## src/rtl/alu_arb_rr.sv

```systemverilog
// alu_arb_rr: registered round-robin arbiter sharing GNTS_N ALUs among PORTS_N clients
// Optional feature macro ALU_ARB_RELEASE_GAP_EN: a released ALU drains for one extra cycle before reuse
module alu_arb_rr #(
   parameter int PORTS_N = 2,
   parameter int GNTS_N  = 2,
   parameter int GNTS_W  = 1
) (
   input  logic                      clk,
   input  logic                      reset,
   input  logic [PORTS_N-1:0]        req,
   input  logic [GNTS_N-1:0]         res_en,
   output logic [PORTS_N-1:0]        gnt,
   output logic [PORTS_N*GNTS_W-1:0] gnt_id,
   output logic [GNTS_N-1:0]         res_busy
);
   localparam int PW = (PORTS_N > 1) ? $clog2(PORTS_N) : 1;
   logic [PW-1:0]             rr_ptr, rr_ptr_n, p;
   logic [PW:0]               sum;
   logic [PORTS_N-1:0]        gnt_n;
   logic [PORTS_N*GNTS_W-1:0] gnt_id_n;
   logic [GNTS_N-1:0]         own, free, avail, busy_n;
   logic                      taken;
`ifdef ALU_ARB_RELEASE_GAP_EN
   logic [GNTS_N-1:0]         rel, drain;
`endif

   // decode which ALUs are owned right now and which become free for this edge
   always_comb begin
      own = '0;
`ifdef ALU_ARB_RELEASE_GAP_EN
      rel = '0;
`endif
      for (int j = 0; j < PORTS_N; j++)
         for (int k = 0; k < GNTS_N; k++)
            if (gnt[j] && gnt_id[GNTS_W*j +: GNTS_W] == GNTS_W'(k)) begin
               own[k] = 1'b1;
`ifdef ALU_ARB_RELEASE_GAP_EN
               if (!req[j]) rel[k] = 1'b1;
`endif
            end
`ifdef ALU_ARB_RELEASE_GAP_EN
      free = ~own & ~drain & res_en;
`else
      free = ~own & res_en;
`endif
   end

   // drop released grants, then hand free ALUs (ascending) to pending ports in round-robin order
   always_comb begin
      gnt_n    = gnt;
      gnt_id_n = gnt_id;
      rr_ptr_n = rr_ptr;
      avail    = free;
      sum      = '0;
      p        = '0;
      taken    = 1'b0;
      busy_n   = '0;
      for (int j = 0; j < PORTS_N; j++)
         if (gnt[j] && !req[j]) begin
            gnt_n[j] = 1'b0;
            gnt_id_n[GNTS_W*j +: GNTS_W] = '0;
         end
      for (int i = 0; i < PORTS_N; i++) begin
         sum = {1'b0, rr_ptr} + (PW+1)'(i);
         p   = (sum >= (PW+1)'(PORTS_N)) ? PW'(sum - (PW+1)'(PORTS_N)) : PW'(sum);
         for (int j = 0; j < PORTS_N; j++)
            if (p == PW'(j) && req[j] && !gnt[j]) begin
               taken = 1'b0;
               for (int k = 0; k < GNTS_N; k++)
                  if (!taken && avail[k]) begin
                     taken    = 1'b1;
                     avail[k] = 1'b0;
                     gnt_n[j] = 1'b1;
                     gnt_id_n[GNTS_W*j +: GNTS_W] = GNTS_W'(k);
                     rr_ptr_n = (j == PORTS_N-1) ? '0 : PW'(j+1);
                  end
            end
      end
      for (int j = 0; j < PORTS_N; j++)
         for (int k = 0; k < GNTS_N; k++)
            if (gnt_n[j] && gnt_id_n[GNTS_W*j +: GNTS_W] == GNTS_W'(k)) busy_n[k] = 1'b1;
`ifdef ALU_ARB_RELEASE_GAP_EN
      busy_n = busy_n | rel;
`endif
   end

   // grant, index, occupancy and pointer registers
   always_ff @(posedge clk) begin
      if (reset) begin
         gnt      <= '0;
         gnt_id   <= '0;
         res_busy <= '0;
         rr_ptr   <= '0;
`ifdef ALU_ARB_RELEASE_GAP_EN
         drain    <= '0;
`endif
      end else begin
         gnt      <= gnt_n;
         gnt_id   <= gnt_id_n;
         res_busy <= busy_n;
         rr_ptr   <= rr_ptr_n;
`ifdef ALU_ARB_RELEASE_GAP_EN
         drain    <= rel;
`endif
      end
   end
endmodule

```

## config.mk

```make
export PLATFORM = sky130hd
export DESIGN_NAME = alu_arb_rr
export DESIGN_NICKNAME = d
export VERILOG_FILES = /design/src/rtl/alu_arb_rr.sv
export SDC_FILE = /design/constraint.sdc
export NUM_CORES = 1
export LEC_CHECK = 0
export BUFFER_PORTS_ARGS = -buffer_cell sky130_fd_sc_hd__buf_2
export CORE_AREA = 2 2 45 47
export CTS_CLUSTER_DIAMETER = 120
export DETAILED_ROUTE_END_ITERATION = 12
export DIE_AREA = 0 0 47 49
export PLACE_DENSITY = 0.48
export SYNTH_ARGS = -nofsm -noshare
export SYNTH_HDL_FRONTEND = slang
export SYNTH_SLANG_ARGS = --single-unit
```

## constraint.sdc

```tcl
create_clock -name clk -period 3.75 [get_ports clk]
set_input_delay 0.75 -clock clk [delete_from_list [all_inputs] [get_ports clk]]
set_output_delay 0.75 -clock clk [all_outputs]
set_load 0.03 [all_outputs]
```

**Word level (Yosys, flattened, before mapping)**

Index checks and enable logic that the tools add are counted.

- Flip-flop bits (word level): 7
- Input port bits: 6
- Output and inout port bits: 6
- Word-level logic and storage cells: 111

- Add/sub/neg operators: 3
- Order comparisons: 2
- Muxes and demuxes: 64
- Bitwise gates (word level): 8
- Reductions and logical operators: 30

Operator list:

| cell | number |
|---|---|
| 2-to-1 mux 1 bit | 61 |
| logical AND 1 bit | 22 |
| zero test 1 bit | 8 |
| 2-to-1 mux 2 bit | 3 |
| inverter 1 bit | 6 |
| adder 1 x 1 -> 2 bit (second input constant) | 1 |
| bitwise AND 2 bit | 1 |
| >= comparator 1 x 2 -> 1 bit (second input constant) | 1 |
| >= comparator 2 bit (second input constant) | 1 |
| inverter 2 bit | 1 |
| subtractor 1 bit (second input constant) | 2 |

**Logic depth before layout (Yosys ltp)**

Gate-level depths: netlist of the first run.

- Depth in word-level cells: 33
- Depth in mapped cells: 6

**Least setup slack after synthesis of the first run**

Ideal clock, no wire load.

- Path kind: in2reg
- Start point: input port res_en[1]
- End point: register rr_ptr
- Setup time: 0.129 ns
- Arrival time: 1.627 ns
- Required time: 3.621 ns
- Slack: 1.995 ns
- Cell stages on the path: 5
- Cells stage by stage: a21boi_2 -> nand2_1 -> maj3_2 -> nor4b_2 -> a2111oi_2

- Word-level cells in the longest chain between the ends: 13
- Elaborated cells between the ends (all ways): 22
- Those cells by class: mux (17); bitwise (1); reduce/logical (4)

RTL lines:

| what | line | RTL |
|---|---|---|
| start, declared | 11 | `input logic [GNTS_N-1:0] res_en,` |
| bitwise AND 2 bit (*) | 44 | `free = ~own & res_en;` |
| logical AND 1 bit | 70 | `if (!taken && avail[k]) begin` |
| 2-to-1 mux 1 bit | 70 |  |
| 2-to-1 mux 1 bit / 2-to-1 mux 2 bit (equally long branches) | 67 | `if (p == PW'(j) && req[j] && !gnt[j]) begin` |
| 2-to-1 mux 1 bit / logical AND 1 bit (equally long branches) | 70 |  |
| 2-to-1 mux 1 bit | 70 |  |
| 2-to-1 mux 1 bit / 2-to-1 mux 2 bit (equally long branches) | 67 |  |
| 2-to-1 mux 1 bit / logical AND 1 bit (equally long branches) | 70 |  |
| 2-to-1 mux 1 bit | 70 |  |
| 2-to-1 mux 1 bit / 2-to-1 mux 2 bit (equally long branches) | 67 |  |
| 2-to-1 mux 1 bit / logical AND 1 bit (equally long branches) | 70 |  |
| 2-to-1 mux 1 bit | 70 |  |
| 2-to-1 mux 1 bit (*) | 67 |  |
| end signal, assigned | 101 | `rr_ptr <= rr_ptr_n;` |
| end, declared | 17 | `logic [PW-1:0] rr_ptr, rr_ptr_n, p;` |

Mark *: on every way between the ends. The rest lies on a longest branch, timed or not.
A chain may end at the register's enable or synchronous reset.

**Final worst setup path of the first run**

- Start point: register gnt[1]
- End point: output port gnt[1]

RTL lines:

| what | line | RTL |
|---|---|---|
| start, declared | 12 | `output logic [PORTS_N-1:0] gnt,` |
| start signal, assigned | 98 | `gnt <= gnt_n;` |

No word-level cell between the ends.

==> impl_metrics.yaml, run 1 <==
outcome:
  status: "complete, no violations"
logic_synthesis:
  synth.cell_area_sq_um: 434
  yosys_warnings: 0
  synthMuxAreaShare_pct: 0
  synth_compound_area_share_pct: 23.6
  ys_seq_area_share_pct: 32.3
  synth_top_family_by_area: "simple AND/OR/NAND/NOR gates"
  syn_avg_cell_area_sq_um: 8.35
  syn_nets: 58
  synth_xor_xnor_area_share_pct: 0
  yosys.area_share.simple_pct: 38.9
  synth_cells: 52
  synthAdderAreaFrac_pct: 2.59
  ys_types: 27
  ys_ff_latch: 7
global_routing:
  grt_pass1_vias: 402
  grt_max_degree: 10
  track_usage_pct: 10.3
  antenna_found_initial: 0
  grt_pass1_wl_um: 1680
  overflow: 0
clocking:
  cts_buffers: 3
  cts_max_level: 1
  hold_buffers: 0
  clk_pin_slew_worst_paths_ns: 0.05
  cts.sinks: 7
  insertion_delay_ns: 0.25
  cts_tree: "yes"
  cts_buffer_depth: 2
  postCtsSetupRepairBufs: 0
  root_buffer: "clkbuf_4"
  cts_resized: 0
placed_design:
  placed_area_sq_um: 523
  place_congestion: 0.818
  pre_cts_slack_ns: 1.81
  numPortBuffers: 11
  hpwl_um: 820
cells_and_area:
  n_antenna_cell: 0
  multi_input_area_sq_um: 283
  mostFrequentLayoutCells: "11 x buf_2, 7 x dfxtp_1, 5 x nand2_1"
  nets: 74
  finalInstanceArea_sq_um: 549
  layout_commonest_cell: "buf_2"
  n_fill_cell: 215
  syn_to_final_growth_pct: 26.5
  seq_area_sq_um: 140
  drive_gt1_share_pct: 32.8
detailed_routing:
  ant_nets: 0
  drt-initial-drc-count: 6
  wl_per_cell_um: 11.0
  via_count: 439
  totalWireLength_um: 1040
  firstDrtPassIters: 4
  drc_errors: 0
  viasPerCell: 4.67
die:
  die_w_um: 47
  io_pins: 12
  rows: 16
  die_area_sq_um: 2300
  floorplan.initialDensity_pct: 23.6
  die_height_um: 49
  coreArea_sq_um: 1840
sta:
  rsz0062_at_grt: "false"
  tns_ns: 0
  relSlewSlack_pct: 73.7
  fmax_mhz: 568
  post-route-worst-setup-slack_ns: 1.99
  setup_viol: 0
  final-hold-violation-count: 0
  fin_crit_ns: 1.76
  skew_ns: 0.00181
  period_share_pct: 46.9
  slew_viol_final: 0
  worstMarginPinSlew_ns: 0.389
setup_path:
  end_kind: "primary output"
  crit_family: "flip-flops"
  path_buf_inv: 1
  critPathSlowestCell: "dfxtp_1"
  critPathArrivalTime_ns: 1.01
  crit_path_max_incr_delay_ns: 0.49
  crit_chain: "buf_2"
  cp_max_fo: 9
  cp_data_required_time_ns: 3.00
  cp-start-kind: "flop"
  crit_type: "flop to primary output"
flow_run:
  maxCapViolations: 0
pwr:
  p_leak_nw: 0.232
  power_density_nw_per_um2: 388
  peakVddDrop_mv: 0.162
min_path:
  min_path_type: "flop to flop"
## synth_stat cells
master / instances / area [sq um]
nor4_1: 2 / 12.5
nor3_1: 2 / 10.0
or3_1: 1 / 6.26
a22oi_1: 1 / 7.51
a21boi_2: 1 / 11.3
nor3_2: 1 / 10.0
nor3b_1: 2 / 15.0
nand2b_2: 1 / 8.76
o22ai_1: 1 / 6.26
and3_1: 1 / 6.26
a2111oi_2: 1 / 15.0
a31oi_1: 2 / 12.5
nand3b_1: 1 / 7.51
nand3_2: 1 / 10.0
nor4b_2: 1 / 15.0
nor2_1: 4 / 15.0
nand2b_1: 2 / 12.5
nor4b_1: 1 / 8.76
dfxtp_1: 7 / 140
a32o_2: 1 / 11.3
a22o_1: 1 / 8.76
inv_1: 3 / 11.3
nand2_1: 5 / 18.8
nor2b_1: 2 / 12.5
maj3_2: 1 / 11.3
a21oi_1: 4 / 20.0
o21ai_0: 2 / 10.0
## report_power, final
| group | internal (W) | total [W] | switching, W |
|---|---|---|---|
| combinational | 0.0000219 | 0.0000560 | 0.0000341 |
| clock | 0.0000407 | 0.0000699 | 0.0000292 |
| sequential | 0.0000805 | 0.0000875 | 0.00000700 |
| total | 0.000143 | 0.000213 | 0.0000702 |
## layer usage
metal  global-route usage [%]  vias up  wire [um]
li1                         -      228          -
met1                     12.5      196        474
met2                     14.8       13        498
met3                     1.11        2         43
met4                     9.72        0         21
met5                        0        -          0
## cells by family (layout without fill, tap and decap cells)
kind of cell / Yosys count / count (layout)
DFF: 7 / 7
AOI/OAI and AO/OA: 14 / 14
buffers and inverters: 3 / 18
adders and majority gates: 1 / 1
and+or+nand+nor: 27 / 27
## cell type report
type                    count  share of cell area, %
multi-input cells          42                   51.5
well taps                  27                   6.15
flip-flops and latches      7                   25.5
clock buffers               4                   4.78
inverters                   3                   2.05
repair buffers             11                   10.0
## final timing paths
kind	start	endpoint	slack, ns	cells past startpoint
min reg2reg	rr_ptr	rr_ptr	0.63	2
max	gnt[1]	gnt[1]	1.99	1
min	rr_ptr	rr_ptr	0.63	2
max reg2reg	gnt_id[0]	res_busy[1]	2.21	5
## flip-flops by register name (all words and copies together), names as in the netlist
register and cells:
gnt_id 2, rr_ptr 1, gnt 2, res_busy 2
## per-stage QoR
stage / hold slack [ns] / util (%) / power [W] / instances
5_1_grt: 0.685 / 29.8 / 0.000226 / 94
3_5_place_dp: 0.616 / 28.4 / 0.000145 / 90
6_report: 0.627 / 29.8 / 0.000213 / 94
2_1_floorplan: 0.572 / - / 0.000129 / 52
3_3_place_gp: 0.608 / 28.4 / 0.000145 / 90
4_1_cts: 0.626 / 29.8 / 0.000216 / 94
(Power assumes the default switching activity.)
==> inputs of run 2 (changes only) <==
--- a/config.mk
+++ b/config.mk
@@ -5,11 +5,12 @@
 export SDC_FILE = /design/constraint.sdc
 export NUM_CORES = 1
 export LEC_CHECK = 0
+export ABC_AREA = 1
 export BUFFER_PORTS_ARGS = -buffer_cell sky130_fd_sc_hd__buf_2
-export CORE_AREA = 2 2 45 47
+export CORE_AREA = 2 2 50 52
 export CTS_CLUSTER_DIAMETER = 120
 export DETAILED_ROUTE_END_ITERATION = 12
-export DIE_AREA = 0 0 47 49
+export DIE_AREA = 0 0 52 54
 export PLACE_DENSITY = 0.48
 export SYNTH_ARGS = -nofsm -noshare
 export SYNTH_HDL_FRONTEND = slang
==> constraint.sdc (replaced) <==
create_clock -name clk -period 1.6 [get_ports clk]
set_input_delay 0.32 -clock clk [delete_from_list [all_inputs] [get_ports clk]]
set_output_delay 0.32 -clock clk [all_outputs]
set_load 0.03 [all_outputs]
==> run 2 against run 1 <==
Register-to-register slack worse by 2.0 ns. Combinational power grew to 7.1 times the previous value. Power grew to 3.7 times the previous value. Clock-buffer cell count stayed put. Critical path type is now flop to flop. Critical endpoint is now res_busy[1]. Largest cell class unchanged. Largest power group is now combinational logic.
==> impl_metrics.yaml, run 2 <==
sta:
  worstMarginPinSlew_ns: 0.202
  fin_hold_ws_ns: 0.303
  relSlewSlack_pct: 86.5
  fmax_mhz: 710
  fin_crit_ns: 1.41
  final-hold-violation-count: 0
  slew_viol_final: 0
  setup_viol: 0
  skew_ns: 0.000658
  period_share_pct: 88.0
  tns_ns: 0
  rsz0062_at_grt: "false"
die:
  coreArea_sq_um: 2320
  floorplan.initialDensity_pct: 23.5
  die_w_um: 52
  die_height_um: 54
  rows: 18
  io_pins: 12
  die_area_sq_um: 2810
min_path:
  whs_path_depth: 2
  min_path_type: "primary input to flop"
  hold-path-endpoint: "rr_ptr"
  hold_path.startpoint: "reset"
logic_synthesis:
  synth.area.top_cells: "dfxtp_1 26%, nand2_1 18%, inv_1 12%"
  ys_ff_latch: 7
  synth.top_cell.area_share_pct: 25.7
  ys_seq_area_share_pct: 25.7
  ys_types: 18
  synthArstFlopShare_pct: 0
  synth_edf_count: 0
  post-synth-top-area-cell: "dfxtp_1"
  synth.cell_area_sq_um: 544
  syn_nets: 98
  synth_cells: 92
  ys_top_cells_by_count: "26 x nand2_1, 18 x inv_1, 12 x nand3_1, 7 x dfxtp_1, 6 x nor2_1"
  yosys_warnings: 0
  syn_avg_cell_area_sq_um: 5.92
  synth_top_flop_cell: "dfxtp_1"
  synth.most_common_cell: "nand2_1"
cells_and_area:
  n_antenna_cell: 0
  n_fill_cell: 266
  mostFrequentLayoutCells: "26 x nand2_1, 18 x inv_1, 12 x nand3_1"
  largestRegisters: "gnt: 2 flops, gnt_id: 2 flops, res_busy: 2 flops"
  nets: 114
  layout_commonest_cell: "nand2_1"
  syn_to_final_growth_pct: 21.8
  drive_gt1_share_pct: 24.3
detailed_routing:
  ant_nets: 0
  drc_errors: 0
  viasPerCell: 4.19
  firstDrtPassIters: 4
  drt-initial-drc-count: 8
  totalWireLength_um: 1250
  via_count: 574
  wl_per_cell_um: 9.15
global_routing:
  antenna_found_initial: 0
  track_usage_pct: 10.4
  grt_pass1_wl_um: 2100
  grt_pass1_vias: 557
  overflow: 0
  grt_max_degree: 7
setup_path:
  reg2reg_from: "gnt[0]"
  cp_data_required_time_ns: 1.74
  cp_max_fo: 6
  cp-start-kind: "flop"
  crit_start: "gnt[0]"
  r2r_cells: 9
  regToRegSetupSlack_ns: 0.19
  critPathArrivalTime_ns: 1.55
  r2r_end: "res_busy[1]"
  crit_type: "flop to flop"
  end_kind: "flop"
clocking:
  hold_buffers: 0
  cts.sinks: 7
  cts_tree: "yes"
  insertion_delay_ns: 0.25
  cts_buffers: 3
  root_buffer: "clkbuf_4"
  cts_resized: 0
  postCtsSetupRepairBufs: 0
  cts_buffer_depth: 2
  clk_pin_slew_worst_paths_ns: 0.05
  cts_max_level: 1
pwr:
  power_density_nw_per_um2: 1200
  p_leak_nw: 0.391
  peakVddDrop_mv: 0.546
placed_design:
  numPortBuffers: 11
  hpwl_um: 1110
  place_congestion: 0.848
outcome:
  status: "complete, no violations"
flow_run:
  maxCapViolations: 0
[run 2: where the power goes]
group,internal (W),switching [W],leakage [nW]
clock network,0.0000949,0.0000616,0.0150
registers,0.000214,0.0000303,0.0576
logic,0.000123,0.000274,0.319
[run 2: worst max path at each step]
stage	end	slack, ns
after floorplan	res_busy[1]	0.14
after global placement	res_busy[1]	0.15
after detailed placement	res_busy[1]	0.17
after CTS	res_busy[1]	0.16
after global routing	res_busy[1]	0.03
final	res_busy[1]	0.19
[run 2: final cells by class]
cell class | count | area (sq um) | area share (%)
tap | 30 | 37.5 | 5.66
sequential | 7 | 140 | 21.1
multi-input combinational | 65 | 327 | 49.2
timing repair buffer | 11 | 55.1 | 8.30
inverter | 20 | 77.6 | 11.7
clock buffer | 4 | 26.3 | 3.96
[run 2: per-layer routing]
layer,vias up,global-route usage [%],routed length [um]
li1,317,-,-
met1,243,9.95,511
met2,10,20.5,659
met3,4,1.11,55
met4,0,7.89,27
met5,-,0,0
[run 2: through the flow]
stage	std cells	worst slack, ns	total power [W]	cell area (sq um)	util (%)
4_1_cts	137	0.161	0.000810	663	28.6
3_3_place_gp	133	0.149	0.000653	637	27.5
2_1_floorplan	92	0.138	0.000552	544	-
5_1_grt	137	0.0318	0.000872	663	28.6
6_report	137	0.193	0.000797	663	28.6
3_5_place_dp	133	0.166	0.000649	637	27.5
[run 2: logic make-up (layout without fill, tap and decap cells)]
group	after synthesis	after routing	synth area share, %
flip-flops	7	7	25.7
AO/OA/AOI/OAI	7	7	6.67
buffers and inverters	20	35	14.3
AND/OR/NAND/NOR	58	58	53.3
[run 2: worst max-delay path, cell delays in order (launching register included)]
cell and delay (ns):
dfxtp_1 0.42, nand2_1 0.11, nand3_1 0.17, nand2_1 0.11, nand3_1 0.10, nand2_1 0.05, nor2_1 0.08, nand3_1 0.12
nand3_1 0.10, nand2_1 0.05
==> inputs of run 3 (changes only) <==
--- a/config.mk
+++ b/config.mk
@@ -7,11 +7,11 @@
 export LEC_CHECK = 0
 export ABC_AREA = 1
 export BUFFER_PORTS_ARGS = -buffer_cell sky130_fd_sc_hd__buf_2
-export CORE_AREA = 2 2 50 52
+export CORE_AREA = 2 2 39 41
 export CTS_CLUSTER_DIAMETER = 120
 export DETAILED_ROUTE_END_ITERATION = 12
-export DIE_AREA = 0 0 52 54
-export PLACE_DENSITY = 0.48
+export DIE_AREA = 0 0 41 43
+export PLACE_DENSITY = 0.77
 export SYNTH_ARGS = -nofsm -noshare
 export SYNTH_HDL_FRONTEND = slang
 export SYNTH_SLANG_ARGS = --single-unit
==> run 3 against run 2 <==
Combinational power about the same. Die area down 37%. Clock skew about the same. Register-to-register slack about the same. Final cell count down 10%. Power down 0.19%. Clock-buffer cell count unchanged. Global-route usage up 5.5 points. Critical endpoint unchanged.
==> impl_metrics.yaml, run 3 (synthesis gave the netlist of run 2 again) <==
outcome:
  status: "complete, no violations"
setup_path:
  crit_path_max_incr_delay_ns: 0.40
  r2r_end: "res_busy[1]"
  r2r_cells: 9
  critPathSlowestCell: "dfxtp_1"
  end_kind: "flop"
  critPathArrivalTime_ns: 1.55
  critPathMostFrequentCell: "nand3_1"
  path_buf_inv: 0
  cp_data_required_time_ns: 1.74
  cp.depth: 9
  cp_max_fo: 5
  regToRegSetupSlack_ns: 0.19
  cp-start-kind: "flop"
  crit_chain: "nand2_2 > nand3_1 > nand2_1 > nand3_1 > nand2_1 > nor2_1 > nand3_1 > nand3_1 > nand2_1"
  crit_family: "simple AND/OR/NAND/NOR gates"
  crit_end: "res_busy[1]"
  crit_start: "gnt[1]"
  crit_type: "flop to flop"
  reg2reg_from: "gnt[1]"
global_routing:
  grt_pass1_vias: 493
  track_usage_pct: 15.9
  grt_max_degree: 7
  grt_pass1_wl_um: 1920
  overflow: 0
  antenna_found_initial: 0
clocking:
  cts_buffer_depth: 2
  clk_pin_slew_worst_paths_ns: 0.05
  cts_resized: 0
  root_buffer: "clkbuf_4"
  insertion_delay_ns: 0.24
  cts_max_level: 1
  cts.sinks: 7
  cts_buffers: 3
  cts_tree: "yes"
  hold_buffers: 0
  postCtsSetupRepairBufs: 0
die:
  die_height_um: 43
  die_w_um: 41
  coreArea_sq_um: 1380
  floorplan.initialDensity_pct: 39.3
  die_area_sq_um: 1760
  rows: 14
  io_pins: 12
detailed_routing:
  ant_nets: 0
  wl_per_cell_um: 9.45
  drt-initial-drc-count: 19
  viasPerCell: 4.74
  via_count: 583
  drc_errors: 0
  totalWireLength_um: 1160
  firstDrtPassIters: 4
sta:
  final-hold-violation-count: 0
  period_share_pct: 88.0
  slew_viol_final: 0
  relSlewSlack_pct: 86.2
  worstMarginPinSlew_ns: 0.205
  fin_crit_ns: 1.41
  fmax_mhz: 710
  rsz0062_at_grt: "false"
  tns_ns: 0
  setup_viol: 0
  skew_ns: 0.000262
min_path:
  whs_path_depth: 2
  min_path_type: "primary input to flop"
cells_and_area:
  layout_commonest_cell: "nand2_1"
  mostFrequentLayoutCells: "26 x nand2_1, 18 x inv_1, 12 x nand3_1"
  syn_to_final_growth_pct: 18.9
  nets: 114
  n_antenna_cell: 0
  largestRegisters: "gnt: 2 flops, gnt_id: 2 flops, res_busy: 2 flops"
  drive_gt1_share_pct: 25.2
  n_fill_cell: 148
  final_cells: 123
placed_design:
  place_congestion: 0.855
  numPortBuffers: 11
  hpwl_um: 1010
  placed_cells: 119
pwr:
  power_density_nw_per_um2: 1230
  p_leak_nw: 0.391
  report.power.total_w: 0.000795
  peakVddDrop_mv: 0.538
flow_run:
  maxCapViolations: 0
## run 3: layout make-up
class                           count  area [sq um]  share of cell area [%]
Tap cell                           16          20.0                    3.09
Timing Repair Buffer               11          55.1                    8.51
Multi-Input combinational cell     65           327                    50.5
Inverter                           20          77.6                    12.0
Clock buffer                        4          26.3                    4.06
Sequential cell                     7           141                    21.9
## run 3: routing by layer
layer / vias to the layer above / track usage (%) / wire [um]
met2: 17 / 22.5 / 536
met1: 242 / 22.5 / 550
li1: 322 / - / -
met3: 2 / 2.62 / 64
met5: - / 0 / 0
met4: 0 / 8.00 / 11
## run 3: worst reg2reg max path, stage by stage, from the launching register on
cell,delay (ns)
dfxtp_1,0.40
nand2_2,0.09
nand3_1,0.16
nand2_1,0.12
nand3_1,0.10
nand2_1,0.06
nor2_1,0.10
nand3_1,0.13
nand3_1,0.10
nand2_1,0.05
## run 3: how the worst min path moves through the flow
stage	from	to	slack, ns
floorplan	reset	rr_ptr	0.39
global placement	reset	rr_ptr	0.56
detailed placement	reset	gnt_id[1]	0.56
CTS	reset	gnt_id[1]	0.30
global route	reset	gnt_id[0]	0.31
finish	reset	gnt_id[0]	0.31
## run 3: power by group
group | total [W] | switching (W) | internal [W] | leakage, nW
sequential | 0.000247 | 0.0000322 | 0.000215 | 0.0579
clock | 0.000153 | 0.0000579 | 0.0000947 | 0.0150
combinational | 0.000395 | 0.000273 | 0.000123 | 0.319
## run 3: stage by stage
step | hold slack, ns | setup slack (ns) | instance area, sq um | util [%]
after floorplan | 0.392 | 0.138 | 544 | -
after global placement | 0.560 | 0.190 | 619 | 44.8
after detailed placement | 0.562 | 0.175 | 619 | 44.8
after CTS | 0.303 | 0.170 | 646 | 46.7
after global routing | 0.306 | 0.0589 | 647 | 46.7
final | 0.308 | 0.192 | 647 | 46.7
